## src/rtl/boot_sequencer.sv

```systemverilog
// Program download sequencer: writes received words into imem at incrementing
// addresses and keeps the CPU in reset until a settle delay after download ends.
module boot_sequencer #(
    parameter int ADDR_WIDTH    = 12,
    parameter int DATA_WIDTH    = 32,
    parameter int MAX_WORDS     = 4096,
    parameter int RELEASE_DELAY = 16
) (
    input  logic                  clk,
    input  logic                  reset,
    input  logic                  boot_req,
    input  logic                  word_valid,
    input  logic [DATA_WIDTH-1:0] word_data,
    output logic                  imem_wEn,
    output logic [ADDR_WIDTH-1:0] imem_addr,
    output logic [DATA_WIDTH-1:0] imem_data,
    output logic                  cpu_reset,
    output logic                  boot_ready,
    output logic                  loading,
    output logic [ADDR_WIDTH:0]   word_count,
    output logic                  overflow
);

    localparam int DLY_W = $clog2(RELEASE_DELAY + 1);
    localparam logic [DLY_W-1:0]    DLY_LAST  = DLY_W'(RELEASE_DELAY - 1);
    localparam logic [ADDR_WIDTH:0] COUNT_MAX = (ADDR_WIDTH + 1)'(MAX_WORDS);

    typedef enum logic [1:0] {
        ST_RELEASE,
        ST_RUN,
        ST_ARM,
        ST_LOAD
    } state_t;

    state_t                  state_reg,   state_next;
    logic [DLY_W-1:0]        dly_reg,     dly_next;
    logic                    wen_reg,     wen_next;
    logic [ADDR_WIDTH-1:0]   addr_reg,    addr_next;
    logic [DATA_WIDTH-1:0]   data_reg,    data_next;
    logic                    cpu_rst_reg, cpu_rst_next;
    logic                    ready_reg,   ready_next;
    logic                    loading_reg, loading_next;
    logic [ADDR_WIDTH:0]     count_reg,   count_next;
    logic                    ovf_reg,     ovf_next;
    logic                    take_word;

    always_ff @(posedge clk) begin
        if (reset) begin
            state_reg   <= ST_RELEASE;
            dly_reg     <= '0;
            wen_reg     <= 1'b0;
            addr_reg    <= '0;
            data_reg    <= '0;
            cpu_rst_reg <= 1'b1;
            ready_reg   <= 1'b0;
            loading_reg <= 1'b0;
            count_reg   <= '0;
            ovf_reg     <= 1'b0;
        end else begin
            state_reg   <= state_next;
            dly_reg     <= dly_next;
            wen_reg     <= wen_next;
            addr_reg    <= addr_next;
            data_reg    <= data_next;
            cpu_rst_reg <= cpu_rst_next;
            ready_reg   <= ready_next;
            loading_reg <= loading_next;
            count_reg   <= count_next;
            ovf_reg     <= ovf_next;
        end
    end

    always_comb begin
        state_next   = state_reg;
        dly_next     = dly_reg;
        wen_next     = 1'b0;
        addr_next    = addr_reg;
        data_next    = data_reg;
        cpu_rst_next = cpu_rst_reg;
        ready_next   = ready_reg;
        loading_next = loading_reg;
        count_next   = count_reg;
        ovf_next     = ovf_reg;
        take_word    = 1'b0;

        case (state_reg)
            ST_RELEASE: begin
                cpu_rst_next = 1'b1;
                ready_next   = 1'b0;
                loading_next = 1'b0;
                dly_next     = dly_reg + 1'b1;
                if (dly_reg == DLY_LAST) begin
                    dly_next = '0;
                    if (boot_req) begin
                        state_next = ST_ARM;
                        ready_next = 1'b1;
                        count_next = '0;
                        ovf_next   = 1'b0;
                    end else begin
                        state_next   = ST_RUN;
                        cpu_rst_next = 1'b0;
                    end
                end
            end
            ST_RUN: begin
                if (boot_req) begin
                    state_next   = ST_ARM;
                    cpu_rst_next = 1'b1;
                    ready_next   = 1'b1;
                    loading_next = 1'b0;
                    count_next   = '0;
                    ovf_next     = 1'b0;
                end
            end
            ST_ARM: begin
                if (word_valid) begin
                    take_word    = 1'b1;
                    state_next   = ST_LOAD;
                    loading_next = 1'b1;
                end else if (!boot_req) begin
                    state_next   = ST_RELEASE;
                    dly_next     = '0;
                    ready_next   = 1'b0;
                    loading_next = 1'b0;
                end
            end
            ST_LOAD: begin
                take_word = word_valid;
                // A word arriving alongside the falling request is still written.
                if (!boot_req) begin
                    state_next   = ST_RELEASE;
                    dly_next     = '0;
                    ready_next   = 1'b0;
                    loading_next = 1'b0;
                end
            end
            default: begin
                state_next = ST_RELEASE;
                dly_next   = '0;
            end
        endcase

        // Saturate at the limit rather than wrapping onto already-written words.
        if (take_word) begin
            if (count_reg < COUNT_MAX) begin
                wen_next   = 1'b1;
                addr_next  = count_reg[ADDR_WIDTH-1:0];
                data_next  = word_data;
                count_next = count_reg + 1'b1;
            end else begin
                ovf_next = 1'b1;
            end
        end
    end

    assign imem_wEn   = wen_reg;
    assign imem_addr  = addr_reg;
    assign imem_data  = data_reg;
    assign cpu_reset  = cpu_rst_reg;
    assign boot_ready = ready_reg;
    assign loading    = loading_reg;
    assign word_count = count_reg;
    assign overflow   = ovf_reg;

endmodule
```

## config.mk

```make
export PLATFORM = sky130hd
export DESIGN_NAME = boot_sequencer
export DESIGN_NICKNAME = d
export VERILOG_FILES = /design/src/rtl/boot_sequencer.sv
export SDC_FILE = /design/constraint.sdc
export NUM_CORES = 1
export LEC_CHECK = 0
export CORE_ASPECT_RATIO = 0.75
export CORE_MARGIN = 2
export CORE_UTILIZATION = 50
export CTS_BUF_LIST = sky130_fd_sc_hd__clkbuf_4
export DETAILED_ROUTE_END_ITERATION = 6
export HOLD_SLACK_MARGIN = 0.06
export PLACE_DENSITY_LB_ADDON = 0.12
export SLEW_MARGIN = 20
export SYNTH_ARGS = -nofsm -noshare
export SYNTH_HDL_FRONTEND = slang
export SYNTH_SLANG_ARGS = --single-unit
```

## constraint.sdc

```tcl
create_clock -name clk -period 4.6 [get_ports clk]
set_input_delay 1.38 -clock clk [delete_from_list [all_inputs] [get_ports clk]]
set_output_delay 1.38 -clock clk [all_outputs]
set_load 0.01 [all_outputs]
```

After elaboration in Yosys (flattened, before gate mapping)
Index checks and enable logic that the tools add are counted.
W data, S select, Z words.
{ "word_totals": {"elab_cells": 65, "register_bits": 69, "output_inout_bits": 62, "inputBits": 36} }
{ "classes": {"n_eq_ne": 7, "reduce_logical": 9, "n_bitwise": 1, "n_lt_le_gt_ge": 1, "n_mux": 35, "add_sub_neg": 2} }
{ "ops": {"columns": ["cell", "count"], "rows": [
  ["$mux W13", 4],
  ["$pmux W13 S2", 1],
  ["$mux W1", 15],
  ["$mux W5", 3],
  ["$pmux W5 S3", 1],
  ["$add A13 B1 Y13 const B", 1],
  ["$lt A13 B13 Y1 const B", 1],
  ["$mux W2", 5],
  ["$reduce_and A2 Y1", 5],
  ["$pmux W1 S4", 2],
  ["$pmux W2 S4", 1],
  ["$ne A2 B2 Y1 const B", 3],
  ["$pmux W1 S2", 3],
  ["$add A5 B1 Y5 const B", 1],
  ["$eq A5 B4 Y1 const B", 1],
  ["$eq A2 B2 Y1 const B", 2],
  ["$reduce_bool A3 Y1", 1],
  ["$eq A2 B1 Y1 const B", 1],
  ["$logic_not A2 Y1", 1],
  ["$reduce_bool A2 Y1", 1],
  ["$reduce_or A2 Y1", 1],
  ["$not A1 Y1", 1]
]} }

Depth between registers and ports, before layout
Gate-level depths: netlist (run 1).
{ "logic_depth": {"word_depth": 5, "depth_mapped": 6, "mapped_depth_nobuf": 4} }

Worst setup path before layout (run 1)
No wires, ideal clock.
{ "synth_path": {"path_type": "input -> register", "start": "input boot_req", "end": "register count_reg[8], in the netlist word_count[8]", "arrival_ns": 2.211, "required_ns": 4.460, "setup_time_ns": 0.140, "n_path_buf": 1, "setup_slack_ns": 2.249, "path_stages": 4, "cell_sequence": "or3b_1 clkbuf_1 o211ai_2 a311oi_1"} }
{ "synth_via": {"elab_chain_cells": 5} }
{ "synth_rtl": {"columns": ["item", "line", "rtl"], "rows": [
  ["start: declaration", "11", "input logic boot_req,"],
  ["$mux W13 (*)", "94, 106", null],
  ["$mux W13", "92", "if (dly_reg == DLY_LAST) begin"],
  ["$pmux W13 S2 (*)", "86", "case (state_reg)"],
  ["$mux W13", "145", "if (count_reg < COUNT_MAX) begin"],
  ["$mux W13 (*)", "144", "if (take_word) begin"],
  ["end signal: assignment", "68", "count_reg <= count_next;"],
  ["end: declaration", "43", "logic [ADDR_WIDTH:0] count_reg, count_next;"]
]} }
Mark *: on every way between the ends. The rest lies on a longest branch, timed or not.
A chain may end at the register's enable or synchronous reset.

Final worst setup path (run 1)
{ "layout_path": {"start": "input word_valid", "end": "register count_reg[10], in the netlist word_count[10]"} }
{ "layout_via": {"elab_chain_cells": 3} }
{ "layout_rtl": {"columns": ["item", "line", "rtl"], "rows": [
  ["start: declaration", "12", "input logic word_valid,"],
  ["$mux W1", "116", "if (word_valid) begin"],
  ["$pmux W1 S2 (*)", "86", null],
  ["$mux W13 (*)", "144", null]
]} }
Marked as above.

==> impl_metrics.env, run 1 <==
export IMPL_route_detailed_drc=0
export IMPL_ys_warnings_count=0
export IMPL_arrival_ns=3.32
export IMPL_dp_hpwl_mm=4.87
export IMPL_track_usage_pct=23.1
export IMPL_finalClockSkew_ns=0.0166
export IMPL_start_kind="input port"
export IMPL_vdd_drop_max_mv=0.218
export IMPL_fp_dieArea_um2=6380
export IMPL_tritoncts="built"
export IMPL_critPathCaptureType="flip-flop"
export IMPL_largest_register_ffs=32
export IMPL_r2r_cells=4
export IMPL_rsz0062_at_grt="false"
export IMPL_dr_first_iter_drc_count=270
export IMPL_coreArea_um2=5440
export IMPL_route_vias_total=2844
export IMPL_grt_pass1_vias=2566
export IMPL_fmax_mhz=334
export IMPL_setup_viol=0
export IMPL_postSynthCellCount=351
export IMPL_post_route_period_util_pct=65.1
export IMPL_gp_congestion=0.829
export IMPL_htree_levels=3
export IMPL_startpoint="word_valid"
export IMPL_ctsLongestPathBuffers=2
export IMPL_grt_overflow=0
export IMPL_yosysSeqAreaShare_pct=48.0
export IMPL_syn_area_per_cell_um2=8.19
export IMPL_syn_nets=389
export IMPL_min_period_ns=3.00
export IMPL_start_util_pct=52.9
export IMPL_synthArstFlopShare_pct=0
export IMPL_post_cts_buffers=0
export IMPL_port_buffers=97
export IMPL_synth_distinct_cells=47
export IMPL_status="completed"
export IMPL_path_clk_slew_ns=0.12
export IMPL_rows=23
export IMPL_cts_sinks=69
export IMPL_die_h_um=69.7
export IMPL_cts_resized_gates=0
export IMPL_cp_max_fo=44
export IMPL_antenna_cells=0
export IMPL_power_density_nw_per_um2=277
export IMPL_finalWirelength_mm=7.29
export IMPL_root_buffer="clkbuf_4"
export IMPL_grt_pass1_wl_mm=11.9
export IMPL_boundaryPins=98
export IMPL_die_x_um=91.6
export IMPL_hold_violations=0
export IMPL_hold_path_class="reg -> reg"
export IMPL_drv_cap=0
export IMPL_ant_nets=0
export IMPL_reg2reg_to="word_count[10]"
export IMPL_post_drt_wl_per_cell_um=14.2
export IMPL_setup_tns_ns=0
export IMPL_max_slew_worst_pin_slew_ns=0.771
export IMPL_crit_required_ns=4.93
export IMPL_r2r_start="state_reg[1]"
export IMPL_maxSlewHeadroom_pct=48.5
export IMPL_grt_max_degree=45
export IMPL_synth_area_leader_cell="dfxtp_1"
export IMPL_synth_area_um2=2880
export IMPL_maxSlewViolCount=0
export IMPL_r2r_slack_ns=2.23
export IMPL_synth_ff_type="dfxtp_1"
export IMPL_cts_hold_buf=0
export IMPL_viasPerCell=5.54
export IMPL_synth_seq_cells=69
export IMPL_worst_setup_path_type="in -> reg"
export IMPL_fin_nets=471
export IMPL_numCtsBuffers=9
export IMPL_placedCellCount=497
export IMPL_leakage_nw=1.28
export IMPL_syn_to_final_growth_pct=39.1
export IMPL_layout_cells_non_filler=513
export IMPL_final_cell_mix="clkdlybuf4s50_1, nand2_1, dfxtp_1"
export IMPL_crit_end="word_count[10]"
export IMPL_drive_gt1_share_pct=5.94
export IMPL_first_pass_iters=5
export IMPL_synth_top_area_share_pct=48.0
export IMPL_synth_edf_count=0
export IMPL_final_common_cell="clkdlybuf4s50_1"
export IMPL_setup_ws_ns=1.60
export IMPL_pre_cts_ws_ns=1.24
export IMPL_antenna_found_initial=0
export IMPL_synthTopCellsByArea="dfxtp_1, nand2_1, a21oi_1, clkbuf_1, o2111ai_1"
export IMPL_clk_latency_ns=0.43
-- cells by family after synthesis --
| family | after synthesis | share of synthesized area, % |
|---|---|---|
| compound gates | 101 | 21.8 |
| fa+ha+maj | 2 | 0.870 |
| buf+inv | 36 | 5.35 |
| flops | 69 | 48.0 |
| simple gates | 142 | 23.6 |
| mux | 1 | 0.348 |
-- metrics by stage --
step / util [%] / hold slack [ns] / instance area (um2) / total power (W)
2_1_floorplan: - / 0.415 / 2880 / 0.000632
3_3_place_gp: 70.5 / 0.429 / 3830 / 0.000666
3_5_place_dp: 70.5 / 0.448 / 3830 / 0.000667
4_1_cts: 73.5 / 0.464 / 4000 / 0.00112
5_1_grt: 73.5 / 0.480 / 4000 / 0.00115
6_report: 73.5 / 0.461 / 4000 / 0.00111
-- cell usage after synthesis, types with 2 or more instances --
cell type,instances
o211ai_1,2
inv_1,6
a41oi_1,3
o221ai_1,4
o21ai_0,5
nor2b_1,3
nor2_1,4
a311oi_1,4
nand2b_1,4
ha_1,2
buf_4,2
a31oi_1,6
and3_1,2
nand2_1,94
clkbuf_1,19
dfxtp_1,69
and3b_1,2
nor4bb_1,2
and4_1,2
or4_1,3
nand4_1,5
nand4b_1,2
a21oi_1,58
a211oi_1,2
nand3_1,7
o2111ai_1,6
buf_2,8
nand3b_1,5
and2_1,2
-- worst min path at each step --
stage	from	end	slack [ns]	cells past startpoint
2_1_floorplan	dly_reg[4]	dly_reg[4]	0.42	2
3_3_place_gp	dly_reg[4]	dly_reg[4]	0.43	2
3_5_place_dp	imem_data[16]	imem_data[16]	0.45	2
4_1_cts	imem_data[16]	imem_data[16]	0.46	2
5_1_grt	imem_data[13]	imem_data[13]	0.48	2
6_report	imem_data[16]	imem_data[16]	0.46	2
-- layout make-up --
type / instances / area [um2]
clock buffer: 9 / 67.6
clock inverter: 7 / 97.6
fill: 443 / 1440
inverter: 6 / 22.5
multi-input combinational: 246 / 1340
sequential: 69 / 1380
tap: 75 / 93.8
timing repair buffer: 101 / 996
-- worst max-delay path, cell delays in order --
cell and delay [ns]:
clkdlybuf4s50_1 0.60, and3b_2 0.74, a41oi_1 0.28, a311oi_1 0.31
-- power breakdown --
part | switching, W | internal, W
Combinational | 0.0000205 | 0.0000315
Clock | 0.000230 | 0.000223
Sequential | 0.00000229 | 0.000600
-- routing by layer --
layer	share of wire, %	up-vias	global-route usage [%]	wire [um]
li1	-	1407	-	-
met1	43	1291	29.5	3160
met2	43	126	33.4	3150
met3	12	20	12.2	843
met4	1.8	0	7.41	128
met5	0	-	0	0
(Power assumes the default switching activity.)
==> run 2, diff against run 1 <==
--- a/config.mk
+++ b/config.mk
@@ -7,7 +7,7 @@
 export LEC_CHECK = 0
 export CORE_ASPECT_RATIO = 0.75
 export CORE_MARGIN = 2
-export CORE_UTILIZATION = 50
+export CORE_UTILIZATION = 47
 export CTS_BUF_LIST = sky130_fd_sc_hd__clkbuf_4
 export DETAILED_ROUTE_END_ITERATION = 6
 export HOLD_SLACK_MARGIN = 0.06
==> constraint.sdc (replaced) <==
create_clock -name clk -period 2.8 [get_ports clk]
set_input_delay 0.84 -clock clk [delete_from_list [all_inputs] [get_ports clk]]
set_output_delay 0.84 -clock clk [all_outputs]
set_load 0.01 [all_outputs]
==> run 2 against run 1 <==
Compared with the run above: sequential cell count unchanged; final area down 0.13%; global-route usage shrank 1.2 points; clock power is 16% higher; worst hold slack got worse by 0.0061 ns; critical endpoint is now word_count[0].
==> impl_metrics.env, run 2 (synthesis results as in run 1) <==
export IMPL_holdWs_ns=0.455
export IMPL_critPathCaptureType="output port"
export IMPL_fp_dieArea_um2=6770
export IMPL_power_density_nw_per_um2=400
export IMPL_die_h_um=71.7
export IMPL_r2r_cells=4
export IMPL_arrival_ns=1.54
export IMPL_gp_congestion=0.797
export IMPL_clk_latency_ns=0.41
export IMPL_cp_max_fo=9
export IMPL_route_detailed_drc=0
export IMPL_reg2reg_to="word_count[8]"
export IMPL_swShare_pct=22.4
export IMPL_track_usage_pct=21.9
export IMPL_grt_pass1_wl_mm=11.6
export IMPL_p_clk_share_pct=32.8
export IMPL_min_path_cells=2
export IMPL_hold_path_endpoint="dly_reg[4]"
export IMPL_setup_viol=0
export IMPL_final_common_cell="clkdlybuf4s50_1"
export IMPL_post_drt_wl_per_cell_um=13.8
export IMPL_route_vias_total=2808
export IMPL_tritoncts="built"
export IMPL_cts_resized_gates=0
export IMPL_drv_cap=0
export IMPL_startpoint="word_count[0]"
export IMPL_setup_tns_ns=0
export IMPL_rows=24
export IMPL_cts_hold_buf=0
export IMPL_boundaryPins=98
export IMPL_cp_cell_sequence="clkdlybuf4s50_1"
export IMPL_min_period_ns=2.38
export IMPL_rsz0062_at_grt="false"
export IMPL_die_x_um=94.3
export IMPL_path_delay_family="buffers and inverters"
export IMPL_start_kind="flip-flop"
export IMPL_fmax_mhz=420
export IMPL_power_frac_comb_pct=5.4
export IMPL_drive_gt1_share_pct=6.98
export IMPL_r2r_start="state_reg[1]"
export IMPL_antenna_found_initial=0
export IMPL_htree_levels=3
export IMPL_ant_nets=0
export IMPL_start_util_pct=49.1
export IMPL_vdd_drop_max_mv=0.297
export IMPL_viasPerCell=5.38
export IMPL_path_clk_slew_ns=0.10
export IMPL_post_cts_buffers=0
export IMPL_coreArea_um2=5860
export IMPL_ctsLongestPathBuffers=2
export IMPL_cts_sinks=69
export IMPL_finalWirelength_mm=7.20
export IMPL_dp_hpwl_mm=4.97
export IMPL_maxSlewViolCount=0
export IMPL_switchingPower_w=0.000359
export IMPL_placedCellCount=507
export IMPL_dr_first_iter_drc_count=145
export IMPL_numCtsBuffers=9
export IMPL_grt_overflow=0
export IMPL_hold_path_class="reg -> reg"
export IMPL_max_slew_worst_pin_slew_ns=0.541
export IMPL_fin_nets=478
export IMPL_largest_register_ffs=32
export IMPL_status="completed"
export IMPL_grt_max_degree=29
export IMPL_utilization_pct=68.2
export IMPL_root_buffer="clkbuf_4"
export IMPL_crit_buf_inv=1
export IMPL_post_route_period_util_pct=85.1
export IMPL_grt_pass1_vias=2437
export IMPL_first_pass_iters=4
export IMPL_leakage_nw=1.30
export IMPL_crit_required_ns=1.96
export IMPL_antenna_cells=0
export IMPL_finalClockSkew_ns=0.00975
export IMPL_critPathMaxStageDelay_ns=0.60
export IMPL_p_int_w=0.00124
export IMPL_seqPwrFrac_pct=61.8
export IMPL_layout_cells_non_filler=522
export IMPL_r2r_slack_ns=1.12
export IMPL_port_buffers=97
export IMPL_final_cell_mix="clkdlybuf4s50_1, nand2_1, dfxtp_1"
export IMPL_syn_to_final_growth_pct=38.9
export IMPL_hp_start="dly_reg[4]"
export IMPL_maxSlewHeadroom_pct=63.9
export IMPL_worst_setup_path_type="reg -> out"
export IMPL_hold_violations=0
export IMPL_cpMaxStageDelayCell="clkdlybuf4s50_1"
run 2: cell types whose count changed in the layout (fill, tap and decap cells not counted):
| cell | previous run | this run |
|---|---|---|
| clkinv_2 | 1 | 2 |
| buf_4 | 4 | 11 |
| inv_6 | 2 | 0 |
| clkinv_1 | 0 | 1 |
| clkinvlp_4 | 2 | 0 |
| clkbuf_4 | 9 | 12 |
| bufinv_16 | 2 | 0 |
run 2: worst max path at each step:
stage | endpoint | slack [ns] | cells past startpoint
2_1_floorplan | word_count[8] | 0.99 | 4
3_3_place_gp | imem_data[27] | 0.29 | 5
3_5_place_dp | imem_data[21] | 0.22 | 5
4_1_cts | word_count[0] | 0.39 | 1
5_1_grt | word_count[2] | 0.35 | 1
6_report | word_count[0] | 0.42 | 1
run 2: routing by layer:
layer | GRT usage [%] | wire (um) | vias to the layer above
met3 | 9.88 | 715 | 12
met2 | 30.8 | 3200 | 90
met5 | 0 | 0 | -
met1 | 29.5 | 3190 | 1287
met4 | 8.21 | 91 | 0
li1 | - | - | 1419
run 2: area by class of cell:
cell class | instances | area (um2)
fill | 515 | 1860
multi-input combinational | 246 | 1340
sequential | 69 | 1380
tap | 78 | 97.6
clock inverter | 3 | 13.8
inverter | 6 | 22.5
clock buffer | 12 | 90.1
timing repair buffer | 108 | 1050
run 2: per-stage QoR:
step / instance area, um2 / power, W / worst slack, ns
global placement: 3890 / 0.00110 / 0.288
detailed placement: 3890 / 0.00110 / 0.216
finish: 4000 / 0.00160 / 0.418
floorplan: 2880 / 0.00104 / 0.989
global route: 4000 / 0.00166 / 0.354
CTS: 4000 / 0.00162 / 0.392
run 2: tightest hold or removal path, cell delays in order, from the launching register on:
cell and delay, ns:
dfxtp_1 0.34, nand2_1 0.06, a21oi_1 0.03
run 2: power groups by stage:
stage | clock network, W | logic (W) | registers (W)
floorplan | 0 | 0.0000277 | 0.00101
global placement | 0 | 0.0000857 | 0.00101
detailed placement | 0 | 0.0000859 | 0.00101
CTS | 0.000547 | 0.0000863 | 0.000988
global route | 0.000577 | 0.0000940 | 0.000989
finish | 0.000525 | 0.0000861 | 0.000988
==> run 3, diff against run 2 <==
--- a/config.mk
+++ b/config.mk
@@ -7,8 +7,7 @@
 export LEC_CHECK = 0
 export CORE_ASPECT_RATIO = 0.75
 export CORE_MARGIN = 2
-export CORE_UTILIZATION = 47
-export CTS_BUF_LIST = sky130_fd_sc_hd__clkbuf_4
+export CORE_UTILIZATION = 45
 export DETAILED_ROUTE_END_ITERATION = 6
 export HOLD_SLACK_MARGIN = 0.06
 export PLACE_DENSITY_LB_ADDON = 0.12
==> run 3 against run 2 <==
Compared with the run above: worst hold slack worse by 0.015 ns; clock power grew 50%; via count up 2.6%.
==> impl_metrics.env, run 3 (synthesis results as in run 1) <==
export IMPL_antenna_cells=0
export IMPL_pre_cts_ws_ns=0.345
export IMPL_cts_resized_gates=0
export IMPL_die_h_um=73.2
export IMPL_post_cts_buffers=0
export IMPL_reg2reg_to="word_count[3]"
export IMPL_start_kind="flip-flop"
export IMPL_dr_first_iter_drc_count=167
export IMPL_maxSlewHeadroom_pct=62.7
export IMPL_route_detailed_drc=0
export IMPL_power_frac_comb_pct=4.7
export IMPL_cpMaxStageDelayCell="clkdlybuf4s50_1"
export IMPL_arrival_ns=1.48
export IMPL_critPathCaptureType="output port"
export IMPL_track_usage_pct=22.7
export IMPL_fin_nets=480
export IMPL_port_buffers=97
export IMPL_rows=25
export IMPL_htree_levels=3
export IMPL_dp_hpwl_mm=5.22
export IMPL_swShare_pct=22.3
export IMPL_setup_ws_ns=0.484
export IMPL_rsz0062_at_grt="false"
export IMPL_cts_sinks=69
export IMPL_critPathMaxStageDelay_ns=0.61
export IMPL_utilization_pct=65.6
export IMPL_viasPerCell=5.45
export IMPL_finalClockSkew_ns=0.00899
export IMPL_p_clk_share_pct=42.3
export IMPL_path_clk_slew_ns=0.07
export IMPL_seqPwrFrac_pct=53.0
export IMPL_fmax_mhz=432
export IMPL_hold_path_endpoint="dly_reg[4]"
export IMPL_largest_register_ffs=32
export IMPL_p_total_w=0.00186
export IMPL_r2r_start="state_reg[1]"
export IMPL_cp_cell_sequence="clkdlybuf4s50_1"
export IMPL_crit_buf_inv=1
export IMPL_post_route_period_util_pct=82.7
export IMPL_finalWirelength_mm=7.60
export IMPL_final_common_cell="clkdlybuf4s50_1"
export IMPL_boundaryPins=98
export IMPL_syn_to_final_growth_pct=42.6
export IMPL_hp_start="dly_reg[4]"
export IMPL_route_vias_total=2880
export IMPL_cts_hold_buf=0
export IMPL_grt_overflow=0
export IMPL_min_path_cells=2
export IMPL_setup_viol=0
export IMPL_power_density_nw_per_um2=455
export IMPL_hold_path_class="reg -> reg"
export IMPL_grt_pass1_vias=2619
export IMPL_worst_setup_path_type="reg -> out"
export IMPL_r2r_slack_ns=0.90
export IMPL_p_int_w=0.00145
export IMPL_root_buffer="clkbuf_8"
export IMPL_numCtsBuffers=9
export IMPL_first_pass_iters=4
export IMPL_drv_cap=0
export IMPL_coreArea_um2=6260
export IMPL_max_slew_worst_pin_slew_ns=0.559
export IMPL_ctsLongestPathBuffers=2
export IMPL_vdd_drop_max_mv=0.289
export IMPL_cp_max_fo=10
export IMPL_switchingPower_w=0.000416
export IMPL_path_delay_family="buffers and inverters"
export IMPL_gp_congestion=0.814
export IMPL_post_drt_wl_per_cell_um=14.4
export IMPL_clk_latency_ns=0.34
export IMPL_antenna_found_initial=0
export IMPL_leakage_nw=1.34
export IMPL_start_util_pct=46.0
export IMPL_tritoncts="built"
export IMPL_crit_required_ns=1.96
export IMPL_drive_gt1_share_pct=7.61
export IMPL_grt_pass1_wl_mm=12.4
export IMPL_grt_max_degree=32
export IMPL_maxSlewViolCount=0
export IMPL_setup_tns_ns=0
export IMPL_ant_nets=0
export IMPL_fp_dieArea_um2=7050
export IMPL_r2r_cells=4
export IMPL_status="completed"
export IMPL_final_cell_mix="clkdlybuf4s50_1, nand2_1, dfxtp_1"
export IMPL_hold_violations=0
export IMPL_min_period_ns=2.32
export IMPL_die_x_um=96.3
[run 3: changes by cell type in the layout (fill, tap and decap cells not counted), sizes merged]
cell      previous run  this run
clkinvlp             0         2
buf                 12        14
bufinv               0         1
clkbuf              12        10
[run 3: final cells by class]
type                       count  area (um2)
fill                         558        2150
sequential                    69        1380
multi-input combinational    246        1340
timing repair buffer         110        1060
clock buffer                  10         128
tap                           81         101
clock inverter                 6        63.8
inverter                       6        22.5
[run 3: power groups by stage]
stage / combinational (W) / clock [W] / sequential [W]
2_1_floorplan: 0.0000277 / 0 / 0.00101
3_3_place_gp: 0.0000864 / 0 / 0.00101
3_5_place_dp: 0.0000870 / 0 / 0.00101
4_1_cts: 0.0000880 / 0.000808 / 0.000988
5_1_grt: 0.0000957 / 0.000852 / 0.000988
6_report: 0.0000882 / 0.000788 / 0.000988
[run 3: metrics by stage]
stage               hold slack [ns]  cell area (um2)  std cells
floorplan                     0.415             2880        351
global placement              0.426             3910        512
detailed placement            0.431             3910        512
CTS                           0.441             4100        528
global route                  0.477             4100        528
finish                        0.440             4100        528
[run 3: how the worst max path moves through the flow]
stage | startpoint | to | slack, ns | cells past startpoint
global route | word_count[5] | word_count[5] | 0.41 | 1
CTS | word_count[5] | word_count[5] | 0.47 | 1
finish | word_count[5] | word_count[5] | 0.48 | 1
global placement | boot_req | word_count[3] | 0.36 | 4
detailed placement | boot_req | word_count[3] | 0.35 | 4
floorplan | boot_req | word_count[8] | 0.99 | 4
[run 3: routing by layer]
layer	vias up	track usage (%)	part of all wire (%)
li1	1427	-	-
met1	1343	30.0	45
met2	104	33.5	45
met3	6	11.8	9.7
met4	0	4.69	0.61
met5	-	0	0
